[src/rtl/uart_rx_pkg.sv]
// Shared FSM type, prescale constants and sampling helpers for the UART receiver.
// The PARITY state is present only when RX_PARITY_EN is defined.
package uart_rx_pkg;

  typedef enum logic [2:0] {
    IDLE,
    START,
    DATA,
`ifdef RX_PARITY_EN
    PARITY,
`endif
    STOP
  } rx_state_t;

  localparam int PRESCALE_8  = 8;
  localparam int PRESCALE_16 = 16;
  localparam int PRESCALE_32 = 32;

  // Three samples straddle mid-bit: mid-EARLY, mid, mid+LATE.
  localparam int SMP_EARLY_OFS = 1;
  localparam int SMP_LATE_OFS  = 1;

  function automatic logic maj3(input logic [2:0] s);
    return (s[0] & s[1]) | (s[0] & s[2]) | (s[1] & s[2]);
  endfunction

endpackage

[src/rtl/uart_rx_bit_sampler.sv]
// Bit timing for the UART receiver: oversampling edge counter, 3-point majority
// sampler and the bit_end strobe that paces the frame FSM.
module uart_rx_bit_sampler
  import uart_rx_pkg::*;
#(
  parameter int PRESCALE_W = 6
) (
  input  logic                  clk,
  input  logic                  rst,
  input  logic                  start,
  input  logic                  active,
  input  logic                  rx,
  input  logic [PRESCALE_W-1:0] prescale,
  output logic                  bit_end,
  output logic                  bit_val
);

  localparam logic [PRESCALE_W-1:0] ONE = PRESCALE_W'(1);

  logic [PRESCALE_W-1:0] edge_cnt;
  logic [PRESCALE_W-1:0] mid;
  logic [2:0]            smp;

  assign mid     = prescale >> 1;
  assign bit_end = active && (edge_cnt == prescale - ONE);
  assign bit_val = maj3(smp);

  // The IDLE cycle that saw the falling edge counts as edge 0, so the count resumes at 1.
  // An illegal prescale simply lets the counter wrap, which bounds every bit to 2^PRESCALE_W cycles.
  always_ff @(posedge clk) begin
    if (rst)                    edge_cnt <= '0;
    else if (start)             edge_cnt <= ONE;
    else if (!active || bit_end) edge_cnt <= '0;
    else                        edge_cnt <= edge_cnt + ONE;
  end

  always_ff @(posedge clk) begin
    if (active) begin
      if (edge_cnt == mid - PRESCALE_W'(SMP_EARLY_OFS)) smp[0] <= rx;
      if (edge_cnt == mid)                              smp[1] <= rx;
      if (edge_cnt == mid + PRESCALE_W'(SMP_LATE_OFS))  smp[2] <= rx;
    end
  end

endmodule

[src/rtl/uart_rx_frame_deserializer.sv]
// UART frame deserializer: start detect, LSB-first data shift, optional parity and
// stop check, parallel word with one-cycle DATA_VALID. Parity support needs RX_PARITY_EN.
module uart_rx_frame_deserializer
  import uart_rx_pkg::*;
#(
  parameter int WIDTH      = 8,
  parameter int PRESCALE_W = 6
) (
  input  logic                  CLK,
  input  logic                  RST,
  input  logic                  RX_IN,
  input  logic [PRESCALE_W-1:0] PRESCALE,
  input  logic                  PAR_EN,
  input  logic                  PAR_TYP,
  output logic [WIDTH-1:0]      P_DATA,
  output logic                  DATA_VALID,
  output logic                  PAR_ERR,
  output logic                  STP_ERR,
  output logic                  RX_BUSY
);

  localparam int BCW = (WIDTH > 1) ? $clog2(WIDTH) : 1;
  localparam logic [BCW-1:0] LAST_BIT = BCW'(WIDTH - 1);

  rx_state_t             state, next_state;
  logic [PRESCALE_W-1:0] pres_lat;
  logic [BCW-1:0]        bit_cnt;
  logic [WIDTH-1:0]      shift_reg;
  logic                  frame_start;
  logic                  bit_end, bit_val;
  logic                  par_fail;

  assign frame_start = (state == IDLE) && !RX_IN;

  uart_rx_bit_sampler #(
    .PRESCALE_W(PRESCALE_W)
  ) u_sampler (
    .clk     (CLK),
    .rst     (RST),
    .start   (frame_start),
    .active  (state != IDLE),
    .rx      (RX_IN),
    .prescale(pres_lat),
    .bit_end (bit_end),
    .bit_val (bit_val)
  );

`ifdef RX_PARITY_EN
  logic par_act, par_typ_lat;

  always_ff @(posedge CLK) begin
    if (RST) begin
      par_act     <= 1'b0;
      par_typ_lat <= 1'b0;
      par_fail    <= 1'b0;
    end else if (frame_start) begin
      par_act     <= PAR_EN;
      par_typ_lat <= PAR_TYP;
      par_fail    <= 1'b0;
    end else if (state == PARITY && bit_end) begin
      par_fail <= bit_val != (par_typ_lat ? ~^shift_reg : ^shift_reg);
    end
  end
`else
  logic unused_par_cfg;
  assign par_fail       = 1'b0;
  assign unused_par_cfg = PAR_EN ^ PAR_TYP;
`endif

  always_comb begin
    next_state = state;
    case (state)
      IDLE:   if (!RX_IN) next_state = START;
      START:  if (bit_end) next_state = bit_val ? IDLE : DATA;
      DATA:   if (bit_end && bit_cnt == LAST_BIT) begin
`ifdef RX_PARITY_EN
                next_state = par_act ? PARITY : STOP;
`else
                next_state = STOP;
`endif
              end
`ifdef RX_PARITY_EN
      PARITY: if (bit_end) next_state = STOP;
`endif
      STOP:   if (bit_end) next_state = IDLE;
      default: next_state = IDLE;
    endcase
  end

  always_ff @(posedge CLK) begin
    if (RST) begin
      state      <= IDLE;
      pres_lat   <= '0;
      bit_cnt    <= '0;
      P_DATA     <= '0;
      DATA_VALID <= 1'b0;
      PAR_ERR    <= 1'b0;
      STP_ERR    <= 1'b0;
      RX_BUSY    <= 1'b0;
    end else begin
      state      <= next_state;
      RX_BUSY    <= next_state != IDLE;
      DATA_VALID <= 1'b0;
      if (frame_start) begin
        pres_lat <= PRESCALE;
        bit_cnt  <= '0;
        PAR_ERR  <= 1'b0;
        STP_ERR  <= 1'b0;
      end
      if (state == DATA && bit_end)
        bit_cnt <= (bit_cnt == LAST_BIT) ? '0 : bit_cnt + BCW'(1);
      // A frame with any error leaves the previous word in place and raises no pulse.
      if (state == STOP && bit_end) begin
        STP_ERR <= !bit_val;
        PAR_ERR <= par_fail;
        if (bit_val && !par_fail) begin
          P_DATA     <= shift_reg;
          DATA_VALID <= 1'b1;
        end
      end
    end
  end

  always_ff @(posedge CLK) begin
    if (state == DATA && bit_end) shift_reg <= {bit_val, shift_reg[WIDTH-1:1]};
  end

endmodule

[config.mk]
export PLATFORM = sky130hd
export DESIGN_NAME = uart_rx_frame_deserializer
export DESIGN_NICKNAME = d
export VERILOG_FILES = /design/src/rtl/uart_rx_pkg.sv /design/src/rtl/uart_rx_bit_sampler.sv /design/src/rtl/uart_rx_frame_deserializer.sv
export SDC_FILE = /design/constraint.sdc
export NUM_CORES = 1
export LEC_CHECK = 0
export ABC_AREA = 1
export BUFFER_PORTS_ARGS = -buffer_cell sky130_fd_sc_hd__buf_2
export CAP_MARGIN = 20
export CORE_ASPECT_RATIO = 1.2
export CORE_UTILIZATION = 45
export DETAILED_ROUTE_END_ITERATION = 10
export PLACE_DENSITY = 0.68
export SLEW_MARGIN = 20
export SYNTH_ARGS = -nofsm -noshare
export SYNTH_HDL_FRONTEND = slang
export SYNTH_SLANG_ARGS = --single-unit
[constraint.sdc]
create_clock -name CLK -period 2.75 [get_ports CLK]
set_input_delay 0.4125 -clock CLK [delete_from_list [all_inputs] [get_ports CLK]]
set_output_delay 0.4125 -clock CLK [all_outputs]
set_load 0.03 [all_outputs]
==> summary.txt <==
Die footprint: 4835 µm²
Initial Util: 0.4743
WHS: 0.3415 ns
Synth Cell Area: 2052 µm²
Worst min path class: input port to flop
Gr ovfl total: 0
Number of H-tree levels: 2
Unrepaired setup endpoints after global routing: false
Worst Reg-to-Reg Cells: 10
# Post-CTS Setup Buffers: 0
Warnings, synthesis: 0
F_max: 0.4858 GHz
# clock sinks: 40
Setup violators final: 0
Tmin final: 2.059 ns
Vias in the first global route: 1487
FF+latch count, synth: 40
Run status: completed
Crit Path Category: flop to flop
Largest net degree at the start of global routing: 19
Final hold vios: 0
EDFF count, synth: 11
Commonest non-fill, non-tap cell in the layout: nand2_1
Post-synth top area cell: dfxtp_1
Worst slew pin tran: 0.5730 ns
VDD IR max: 295.7 µV
CP max FO: 10
Top FF cell, synth: dfxtp_1
Final Util: 0.5356
Io pins: 23
Worst path arrival time: 2.05 ns
Maximum clock insertion buffer count: 2
Final worst setup slack: 0.6914 ns
Via density: 4.799
DR iter-0 viols: 46
Vias: 1555
Number of port buffers: 19
Cts bufs inserted: 5
Gr usage total: 0.1827
DR DRC count: 0
Post-Syn Instances: 244
Slew Viols, Final: 0
Fraction of registers with async set or reset after synthesis: 0
CP endpoint kind: flop
Yosys top cell area share: 0.2829
Startpoint types: flop
Die Wd: 63.65 µm
WL/cell: 12.07 µm
PwrDens: 560.0 nW/µm²
Max cap viols: 0
Initial antenna violation count: 0
Clk slew on worst S/H paths: 0.08 ns
First drt pass iteration count: 4
Worst Skew: 0.006380 ns
Total routed wirelength: 3912 µm
Yosys cell types: 32
Critical Path RT: 2.74 ns
Seq/Total Area, Yosys: 0.4439
FILL cells: 404
Final period util: 0.7486
Post-DRT Antenna Nets: 0
Gpl congestion: 0.8496
HPWL after DPL: 2862 µm
Top post-synthesis cells by area: dfxtp_1 28%, edfxtp_1 16%, nand2_1 10%
FP Rows: 26
Commonest non-fill, non-tap cells in the layout: 56 x nand2_1, 29 x dfxtp_1, 21 x inv_1, 21 x nand3_1, 19 x buf_2
Multi-input combinational cell area: 1010 µm²
Post-Syn Area per Cell: 8.410 µm²
Antenna cell count: 0
First-pass GRT wire length: 6768 µm
Fin nets: 285
Design Power: 1.298 mW
Worst slack at placement: 0.6905 ns
Worst-Skew Late Latency: 0.29 ns
Worst slew margin: 0.6176
Leakage: 1.096 nW
Placeable Area: 4327 µm²
Post_cts resized: 0
Hold Path Depth: 1
Hold-fix buffers, CTS: 0
Setup TNS: 0 ns
Share of cells above drive strength 1: 0.2015
Flip-flop and latch area: 910.9 µm²
Die H: 75.97 µm
Area Overhead vs Synth: 12.93%
CTS tree: done
Root Buffer Master: clkbuf_8
==> routing by layer <==
metal	global-route usage	vias to the layer above	part of all wire
met3	0.04641	12	0.038
met1	0.2104	678	0.43
met2	0.3043	37	0.50
met5	0	-	0
met4	0.1000	0	0.034
li1	-	828	-
==> path summary, 6_finish.rpt <==
path	startpoint	to	slack (ns)
worst max-delay path	pres_lat[1]	shift_reg[0]	0.69
worst min-delay path	RX_IN	u_sampler.smp[2]	0.34
worst max register to register	pres_lat[1]	shift_reg[0]	0.69
worst min register to register	shift_reg[0]	P_DATA[0]	0.45
==> per-stage QoR <==
step | cells | instance area, µm²
after floorplan | 245 | 2056
after global placement | 316 | 2202
after detailed placement | 316 | 2202
after CTS | 324 | 2317
after global routing | 324 | 2317
final | 324 | 2317
==> logic make-up after synthesis <==
kind of cell,after synthesis,share of synthesized area
adders and majority gates,8,0.04756
and+or+nand+nor,125,0.3213
DFF,40,0.4439
buffers and inverters,34,0.06585
other,1,0.001828
xor gates and xnor gates,17,0.07256
AOI/OAI and AO/OA,19,0.04695
==> cells in the mapped netlist, types with 2 or more instances <==
| cell | count |
|---|---|
| dfxtp_1 | 29 |
| nor2_1 | 17 |
| nor3_1 | 4 |
| inv_2 | 7 |
| o21ai_0 | 6 |
| nand3_2 | 2 |
| inv_1 | 21 |
| nand2_2 | 9 |
| nor2_8 | 3 |
| xnor2_1 | 8 |
| nand4_1 | 5 |
| nand2_1 | 56 |
| nand3_1 | 21 |
| nor4_1 | 2 |
| a21oi_1 | 11 |
| ha_1 | 7 |
| xor2_1 | 9 |
| buf_2 | 3 |
| edfxtp_1 | 11 |
==> report_power, final <==
part / leakage (nW) / switching [mW] / internal (mW)
combinational: 0.706 / 0.116 / 0.0616
sequential: 0.335 / 0.0188 / 0.617
clock: 0.0548 / 0.211 / 0.273
==> area by class of cell <==
class                   instances  area share
clock inverters                 3     0.01998
multi-input cells             171      0.4357
clock buffers                   5     0.02970
well taps                      56     0.03024
inverters                      29     0.04698
repair buffers                 20     0.04428
flip-flops and latches         40      0.3931
==> worst max-delay path, cell delays in order (launching register included) <==
cell	delay, ns
dfxtp_1	0.43
inv_1	0.13
ha_1	0.31
inv_1	0.04
nand2_1	0.07
nand2_2	0.09
nor2_8	0.10
nand3_4	0.09
nor2_8	0.15
nand3_2	0.12
inv_2	0.22
(Power assumes the default switching activity.)
